--- src/rtl/me2_ldst_resp_q_t_if.sv ---
// Bus bundle for the ME2 load/store response queue: request, AHB ldst2 data phase,
// writeback response and stall.
interface me2_ldst_resp_q_t_if #(
  parameter int XLEN  = 32,
  parameter int TAG_W = 5
);
  localparam int OFF_W = $clog2(XLEN/8);

  logic             req_valid;
  logic [3:0]       req_memop;
  logic [OFF_W-1:0] req_off;
  logic [TAG_W-1:0] req_tag;
  logic [XLEN-1:0]  req_wdata;
  logic             req_misal;
  logic [XLEN-1:0]  ldst2_ahb_HRDATA;
  logic             ldst2_ahb_HREADY;
  logic             ldst2_ahb_HRESP;
  logic [XLEN-1:0]  ldst2_ahb_HWDATA;
  logic             rsp_valid;
  logic             rsp_ready;
  logic [XLEN-1:0]  rsp_data;
  logic [TAG_W-1:0] rsp_tag;
  logic             rsp_load;
  logic             rsp_err;
  logic             s_me2_memhaz_D;

  modport master (
    output req_valid, req_memop, req_off, req_tag, req_wdata,
           ldst2_ahb_HRDATA, ldst2_ahb_HREADY, ldst2_ahb_HRESP, rsp_ready,
    input  req_misal, ldst2_ahb_HWDATA, rsp_valid, rsp_data, rsp_tag,
           rsp_load, rsp_err, s_me2_memhaz_D
  );

  modport slave (
    input  req_valid, req_memop, req_off, req_tag, req_wdata,
           ldst2_ahb_HRDATA, ldst2_ahb_HREADY, ldst2_ahb_HRESP, rsp_ready,
    output req_misal, ldst2_ahb_HWDATA, rsp_valid, rsp_data, rsp_tag,
           rsp_load, rsp_err, s_me2_memhaz_D
  );
endinterface

--- src/rtl/me2_ldst_resp_q_t.sv ---
// ME2 load/store response queue: tracks AHB ldst2 operations from address phase to
// writeback. Optional misalignment trap: define ME2_MISALIGN_CHECK_EN.
module me2_ldst_resp_q_t #(
  parameter int XLEN  = 32,
  parameter int DEPTH = 4,
  parameter int TAG_W = 5
) (
  input logic                CLK,
  input logic                RST,
  me2_ldst_resp_q_t_if.slave bus
);
  localparam int OFF_W = $clog2(XLEN/8);
  localparam int PTR_W = $clog2(DEPTH);
  localparam int NB    = XLEN/8;

  typedef enum logic [1:0] {ST_FREE, ST_ISSUED, ST_DONE} ent_st_t;

  ent_st_t          st_q[DEPTH],    st_d[DEPTH];
  logic [3:0]       op_q[DEPTH],    op_d[DEPTH];
  logic [OFF_W-1:0] off_q[DEPTH],   off_d[DEPTH];
  logic [TAG_W-1:0] tag_q[DEPTH],   tag_d[DEPTH];
  logic [XLEN-1:0]  wdata_q[DEPTH], wdata_d[DEPTH];
  logic [XLEN-1:0]  data_q[DEPTH],  data_d[DEPTH];
  logic             err_q[DEPTH],   err_d[DEPTH];
  logic             ill_q[DEPTH],   ill_d[DEPTH];
  logic [PTR_W-1:0] wr_q, wr_d, rd_q, rd_d, dp_ptr, scan_idx;
  logic [PTR_W:0]   cnt_q, cnt_d;
  logic             full, dp_found, head_done, push, pop, complete, misal;

  function automatic logic [1:0] size_lg(input logic [3:0] op);
    case (op)
      4'h1, 4'h9, 4'hA: return 2'd0;
      4'h2, 4'hB, 4'hC: return 2'd1;
      4'h3, 4'hD, 4'hE: return 2'd2;
      default:          return 2'd3;
    endcase
  endfunction

  function automatic logic is_ill(input logic [3:0] op);
    if (op inside {[4'h5:4'h8]}) return 1'b1;
    return (XLEN == 32) && (op == 4'h4 || op == 4'hE || op == 4'hF);
  endfunction

  function automatic logic [XLEN-1:0] fmt_load(input logic [3:0] op,
                                               input logic [OFF_W-1:0] off,
                                               input logic [XLEN-1:0] rd);
    logic [XLEN-1:0] sh, mask;
    int unsigned     w;
    logic            sgn;
    sh = rd >> (8 * off);
    w  = 32'd8 << size_lg(op);
    if (w >= XLEN) return sh;
    mask = '1;
    mask = mask >> (XLEN - w);
    sgn  = (op == 4'h9 || op == 4'hB || op == 4'hD) && sh[w-1];
    return (sh & mask) | (sgn ? ~mask : '0);
  endfunction

  function automatic logic [XLEN-1:0] lane_rep(input logic [3:0] op, input logic [XLEN-1:0] wd);
    logic [XLEN-1:0] r;
    int unsigned     m;
    m = ((32'd1 << size_lg(op)) - 32'd1) & (NB - 1);
    r = '0;
    for (int unsigned i = 0; i < NB; i++) r[8*i +: 8] = wd[8*(i & m) +: 8];
    return r;
  endfunction

`ifdef ME2_MISALIGN_CHECK_EN
  assign misal = bus.req_valid && (bus.req_memop != 4'h0) &&
                 ((4'(bus.req_off) & ((4'd1 << size_lg(bus.req_memop)) - 4'd1)) != 4'h0);
`else
  assign misal = 1'b0;
`endif

  // Data-phase owner is the oldest ISSUED entry; trapped entries are skipped.
  always_comb begin
    dp_found = 1'b0;
    dp_ptr   = '0;
    scan_idx = '0;
    for (int unsigned i = 0; i < DEPTH; i++) begin
      scan_idx = rd_q + PTR_W'(i);
      if (!dp_found && st_q[scan_idx] == ST_ISSUED) begin
        dp_found = 1'b1;
        dp_ptr   = scan_idx;
      end
    end
  end

  assign full      = (cnt_q == (PTR_W+1)'(DEPTH));
  assign head_done = (st_q[rd_q] == ST_DONE);
  assign push      = bus.req_valid && (bus.req_memop != 4'h0) && bus.ldst2_ahb_HREADY && !full;
  assign pop       = head_done && bus.rsp_ready;
  assign complete  = dp_found && bus.ldst2_ahb_HREADY;

  always_comb begin
    st_d = st_q; op_d = op_q; off_d = off_q; tag_d = tag_q;
    wdata_d = wdata_q; data_d = data_q; err_d = err_q; ill_d = ill_q;
    wr_d = wr_q;
    rd_d = rd_q;
    cnt_d = cnt_q + (PTR_W+1)'(push) - (PTR_W+1)'(pop);
    if (complete) begin
      st_d[dp_ptr]   = ST_DONE;
      err_d[dp_ptr]  = bus.ldst2_ahb_HRESP || ill_q[dp_ptr];
      data_d[dp_ptr] = (op_q[dp_ptr][3] && !bus.ldst2_ahb_HRESP && !ill_q[dp_ptr]) ?
                       fmt_load(op_q[dp_ptr], off_q[dp_ptr], bus.ldst2_ahb_HRDATA) : '0;
    end
    if (pop) begin
      st_d[rd_q] = ST_FREE;
      rd_d       = rd_q + 1'b1;
    end
    if (push) begin
      st_d[wr_q]    = misal ? ST_DONE : ST_ISSUED;
      op_d[wr_q]    = bus.req_memop;
      off_d[wr_q]   = bus.req_off;
      tag_d[wr_q]   = bus.req_tag;
      wdata_d[wr_q] = bus.req_wdata;
      data_d[wr_q]  = '0;
      err_d[wr_q]   = misal;
      ill_d[wr_q]   = is_ill(bus.req_memop);
      wr_d          = wr_q + 1'b1;
    end
  end

  always_ff @(posedge CLK or posedge RST) begin
    if (RST) begin
      for (int unsigned i = 0; i < DEPTH; i++) begin
        st_q[i] <= ST_FREE; op_q[i] <= '0; off_q[i] <= '0; tag_q[i] <= '0;
        wdata_q[i] <= '0; data_q[i] <= '0; err_q[i] <= 1'b0; ill_q[i] <= 1'b0;
      end
      wr_q  <= '0;
      rd_q  <= '0;
      cnt_q <= '0;
    end else begin
      st_q <= st_d; op_q <= op_d; off_q <= off_d; tag_q <= tag_d;
      wdata_q <= wdata_d; data_q <= data_d; err_q <= err_d; ill_q <= ill_d;
      wr_q  <= wr_d;
      rd_q  <= rd_d;
      cnt_q <= cnt_d;
    end
  end

  assign bus.req_misal        = misal;
  assign bus.ldst2_ahb_HWDATA = dp_found ? lane_rep(op_q[dp_ptr], wdata_q[dp_ptr]) : '0;
  assign bus.rsp_valid        = head_done;
  assign bus.rsp_data         = data_q[rd_q];
  assign bus.rsp_tag          = tag_q[rd_q];
  assign bus.rsp_load         = op_q[rd_q][3];
  assign bus.rsp_err          = err_q[rd_q];
  assign bus.s_me2_memhaz_D   = full || (dp_found && !bus.ldst2_ahb_HREADY);
endmodule

--- src/flat_wrapper.sv ---
// flat-port wrapper written by rule: the top's interface ports become plain ports
module me2_ldst_resp_q_t_flat 
#(
  parameter int XLEN  = 32,
  parameter int DEPTH = 4,
  parameter int TAG_W = 5
)
  (CLK, RST, bus_req_valid, bus_req_memop, bus_req_off, bus_req_tag, bus_req_wdata, bus_ldst2_ahb_HRDATA, bus_ldst2_ahb_HREADY, bus_ldst2_ahb_HRESP, bus_rsp_ready, bus_req_misal, bus_ldst2_ahb_HWDATA, bus_rsp_valid, bus_rsp_data, bus_rsp_tag, bus_rsp_load, bus_rsp_err, bus_s_me2_memhaz_D);
  me2_ldst_resp_q_t_if #(.XLEN(XLEN), .TAG_W(TAG_W)) bus_i ();
  input logic CLK;
  input logic RST;
  input wire logic [$bits(bus_i.req_valid)-1:0] bus_req_valid;
  input wire logic [$bits(bus_i.req_memop)-1:0] bus_req_memop;
  input wire logic [$bits(bus_i.req_off)-1:0] bus_req_off;
  input wire logic [$bits(bus_i.req_tag)-1:0] bus_req_tag;
  input wire logic [$bits(bus_i.req_wdata)-1:0] bus_req_wdata;
  input wire logic [$bits(bus_i.ldst2_ahb_HRDATA)-1:0] bus_ldst2_ahb_HRDATA;
  input wire logic [$bits(bus_i.ldst2_ahb_HREADY)-1:0] bus_ldst2_ahb_HREADY;
  input wire logic [$bits(bus_i.ldst2_ahb_HRESP)-1:0] bus_ldst2_ahb_HRESP;
  input wire logic [$bits(bus_i.rsp_ready)-1:0] bus_rsp_ready;
  output wire logic [$bits(bus_i.req_misal)-1:0] bus_req_misal;
  output wire logic [$bits(bus_i.ldst2_ahb_HWDATA)-1:0] bus_ldst2_ahb_HWDATA;
  output wire logic [$bits(bus_i.rsp_valid)-1:0] bus_rsp_valid;
  output wire logic [$bits(bus_i.rsp_data)-1:0] bus_rsp_data;
  output wire logic [$bits(bus_i.rsp_tag)-1:0] bus_rsp_tag;
  output wire logic [$bits(bus_i.rsp_load)-1:0] bus_rsp_load;
  output wire logic [$bits(bus_i.rsp_err)-1:0] bus_rsp_err;
  output wire logic [$bits(bus_i.s_me2_memhaz_D)-1:0] bus_s_me2_memhaz_D;
  assign bus_i.req_valid = bus_req_valid;
  assign bus_i.req_memop = bus_req_memop;
  assign bus_i.req_off = bus_req_off;
  assign bus_i.req_tag = bus_req_tag;
  assign bus_i.req_wdata = bus_req_wdata;
  assign bus_i.ldst2_ahb_HRDATA = bus_ldst2_ahb_HRDATA;
  assign bus_i.ldst2_ahb_HREADY = bus_ldst2_ahb_HREADY;
  assign bus_i.ldst2_ahb_HRESP = bus_ldst2_ahb_HRESP;
  assign bus_i.rsp_ready = bus_rsp_ready;
  assign bus_req_misal = bus_i.req_misal;
  assign bus_ldst2_ahb_HWDATA = bus_i.ldst2_ahb_HWDATA;
  assign bus_rsp_valid = bus_i.rsp_valid;
  assign bus_rsp_data = bus_i.rsp_data;
  assign bus_rsp_tag = bus_i.rsp_tag;
  assign bus_rsp_load = bus_i.rsp_load;
  assign bus_rsp_err = bus_i.rsp_err;
  assign bus_s_me2_memhaz_D = bus_i.s_me2_memhaz_D;
  me2_ldst_resp_q_t #(.XLEN(XLEN), .DEPTH(DEPTH), .TAG_W(TAG_W)) u_core (.CLK(CLK), .RST(RST), .bus(bus_i));
endmodule
--- config.mk ---
export PLATFORM = sky130hd
export DESIGN_NAME = me2_ldst_resp_q_t_flat
export DESIGN_NICKNAME = d
export VERILOG_FILES = /design/src/rtl/me2_ldst_resp_q_t_if.sv /design/src/rtl/me2_ldst_resp_q_t.sv /design/src/flat_wrapper.sv
export SDC_FILE = /design/constraint.sdc
export NUM_CORES = 1
export LEC_CHECK = 0
export BUFFER_PORTS_ARGS = -buffer_cell sky130_fd_sc_hd__buf_4
export CORE_MARGIN = 5
export CORE_UTILIZATION = 54
export DETAILED_ROUTE_END_ITERATION = 10
export PLACE_DENSITY = 0.84
export SLEW_MARGIN = 20
export SYNTH_ARGS = -nofsm -noshare
export SYNTH_HDL_FRONTEND = slang
export SYNTH_SLANG_ARGS = --single-unit
--- constraint.sdc ---
create_clock -name CLK -period 9.1 [get_ports CLK]
set_input_delay 0.91 -clock CLK [delete_from_list [all_inputs] [get_ports CLK]]
set_output_delay 0.91 -clock CLK [all_outputs]
set_load 0.05 [all_outputs]
==> out/qor.txt <==
Tot GR Track Use -> 28.84%
setup TNS -> 0 ns
footprint of the multi-input gates -> 7985 um2
Hold Path Class -> reg2reg
number of flops mapped to enable cells by yosys -> 0
largest family of logic cells by synthesized area -> simple AND/OR/NAND/NOR gates
Final setup viols -> 0
Worst path slowest cell -> dfrtp_4
TritonCTS Sinks -> 323
Final period util -> 87.01%
clk root buf -> clkbuf_16
Vias/cell -> 6.304
chip width -> 185.5 um
share of cells above drive strength 1 -> 15.96%
relative slew slack -> 26.42%
HPWL Detailed -> 30980 um
sequential area share after synthesis -> 48.57%
DR pass1 iterations -> 6
clock-pin slew on the worst setup and hold paths -> 0.06 ns
number of global-route vias before repair -> 14780
syn nets -> 1999
Worst Path Arrival -> 7.01 ns
CP Capture Type -> primary output
ys flop type -> dfrtp_1
multiplexer area fraction after synthesis -> 9.684%
worst-margin pin slew -> 1.100 ns
Rows -> 64
Post-Syn Instances -> 1898
area delta synth->final -> 14.77%
Initial Util -> 54.54%
Yosys cell types -> 65
mapped cell area -> 16640 um2
first-pass GRT wire length -> 79910 um
CTS buffer count -> 35
Yosys top cell area share -> 48.57%
cts-stage hold buffer count -> 0
nets -> 2070
Die Area -> 34430 um2
Synthesis Warnings -> 0
Synth Area in Adders -> 1.549%
DRT antenna net count -> 0
worst path cell trace -> inv_2, ha_1, or3b_2, a21oi_1, o41ai_2, a21o_1, nand2_1, nand2_1, o21ai_0, inv_1, ha_1, mux2i_1, a22oi_1, inv_1, ha_2, mux4_2, nor2_1, a211oi_1, a311oi_1, buf_4
IO buf count -> 153
final hold vios -> 0
Synth area leader -> dfrtp_1
drt wl/cell -> 21.01 um
Synth Area in XOR/XNOR -> 0.2632%
Crit path required time -> 8.19 ns
Register Area -> 8088 um2
unrepaired setup endpoints after global routing -> no
largest stage delay on the critical path -> 1.09 ns
fin crit period -> 7.918 ns
Syn Area/Cell -> 8.768 um2
Clock Skew -> 0.01656 ns
MaxCap Viol Count -> 0
hold_ws -> 0.4727 ns
fmax -> 126.3 MHz
CTS Buffer Depth -> 3
largest cells by area after synthesis -> dfrtp_1 (49%), nand2_1 (16%), mux4_2 (6.9%)
GRT overflow -> 0
H-tree levels -> 2
Final Worst Setup Slack -> 1.182 ns
Total Routed Length -> 50210 um
Final Max Tran Viols -> 0
Synth Area in Simple Gates -> 22.59%
CTS resizes -> 0
top cells by count, synth -> nand2_1 (714), dfrtp_1 (323), o21ai_0 (136)
CORE AREA -> 30510 um2
Crit Path Category -> reg2out
Chip Height -> 185.5 um
latest clock arrival within the worst-skew pair -> 0.51 ns
top-count cell post-synth -> nand2_1
RePlAce Congestion -> 0.9214
setup slack, reg-to-reg -> 1.52 ns
DP Worst Slack -> 1.348 ns
1st-iter DRT viols -> 2104
status -> finished, final reports clean
TritonCTS clock tree -> yes
I/O pin cnt -> 155
Compound-Gate Fraction of Synth Area -> 13.31%
Setup Buffers After CTS -> 0
Startpoint Class -> register
CP max FO -> 54
flops & latches, synth -> 323
drt drc -> 0
largest net degree at the start of global routing -> 82
Async S/R FF share, synth -> 100.0%
fillers -> 2407
initial antenna violation count -> 0
Vias -> 15070
==> metal layers <==
metal | part of all wire [%] | track usage, %
met2 | 47 | 46.38
met1 | 38 | 39.19
met4 | 3.7 | 9.706
met3 | 12 | 6.527
met5 | 0 | 0
==> through the flow <==
step / cells / instance area (um2) / util (%)
5_1_grt: 2389 / 19100 / 62.59
4_1_cts: 2389 / 19060 / 62.48
3_5_place_dp: 2328 / 17940 / 58.80
2_1_floorplan: 1898 / 16640 / -
3_3_place_gp: 2328 / 17940 / 58.80
6_report: 2390 / 19100 / 62.60
==> kinds of logic (layout without fill, tap and decap cells) <==
group,after synthesis,count (layout)
muxes,97,97
adders and majority gates,20,20
DFF,323,323
xor gates and xnor gates,5,5
buffers and inverters,162,257
other,1,2
and+or+nand+nor,913,913
AOI/OAI and AO/OA,377,377
==> path summary, 6_finish.rpt <==
kind | startpoint | end | cells after the start
worst max-delay path | u_core.rd_q[0]$_DFFE_PP0P_ | bus_ldst2_ahb_HWDATA[24] | 20
worst min-delay path | u_core.wdata_q[109]$_DFFE_PP0P_ | u_core.wdata_q[109]$_DFFE_PP0P_ | 2
worst max register to register | u_core.rd_q[0]$_DFFE_PP0P_ | u_core.data_q[20]$_DFF_PP0_ | 21
worst min register to register | u_core.wdata_q[109]$_DFFE_PP0P_ | u_core.wdata_q[109]$_DFFE_PP0P_ | 2
max in group asynchronous | RST | u_core.wdata_q[125]$_DFFE_PP0P_ | 3
min in group asynchronous | RST | u_core.tag_q[1]$_DFFE_PP0P_ | 2
==> critical path, delay by kind of cell, from the launching register on <==
family          cells  cell delay (ns)
compound gates      7             1.71
flops               1             1.09
simple gates        4             0.92
fa+ha+maj           3             1.42
buf+inv             4             0.76
mux                 2             0.54
==> cells in the final DEF, fill, tap and decap left out, types with 16 or more instances in the layout <==
cell type,n
nand2_1,710
nor2_1,70
ha_1,18
dfrtp_1,321
mux4_2,51
and3_1,22
a31oi_1,48
clkbuf_16,35
nand3_1,50
a21oi_1,116
a311oi_1,16
inv_1,16
o21ai_0,136
mux2i_1,44
buf_4,176
==> flip-flops by register name (all words and copies together), names as in the netlist <==
name / flops
u_core.cnt_q: 3
u_core.wr_q: 2
u_core.ill_q: 4
u_core.op_q: 16
u_core.err_q: 4
u_core.wdata_q: 128
u_core.rd_q: 2
u_core.off_q: 8
u_core.data_q: 128
u_core.tag_q: 20
u_core.st_q: 8
==> cell type report <==
cell class | count | area share [%]
Sequential cell | 323 | 42.35
Multi-Input combinational cell | 1413 | 41.81
Timing Repair Buffer | 177 | 6.977
Clock buffer | 48 | 5.103
Tap cell | 396 | 2.594
Clock inverter | 13 | 0.7665
Inverter | 19 | 0.3931
Antenna cell | 1 | 0.01310
Power is not shown: default switching activity piles up to over one toggle a cycle in this logic, so the estimate is an artifact.
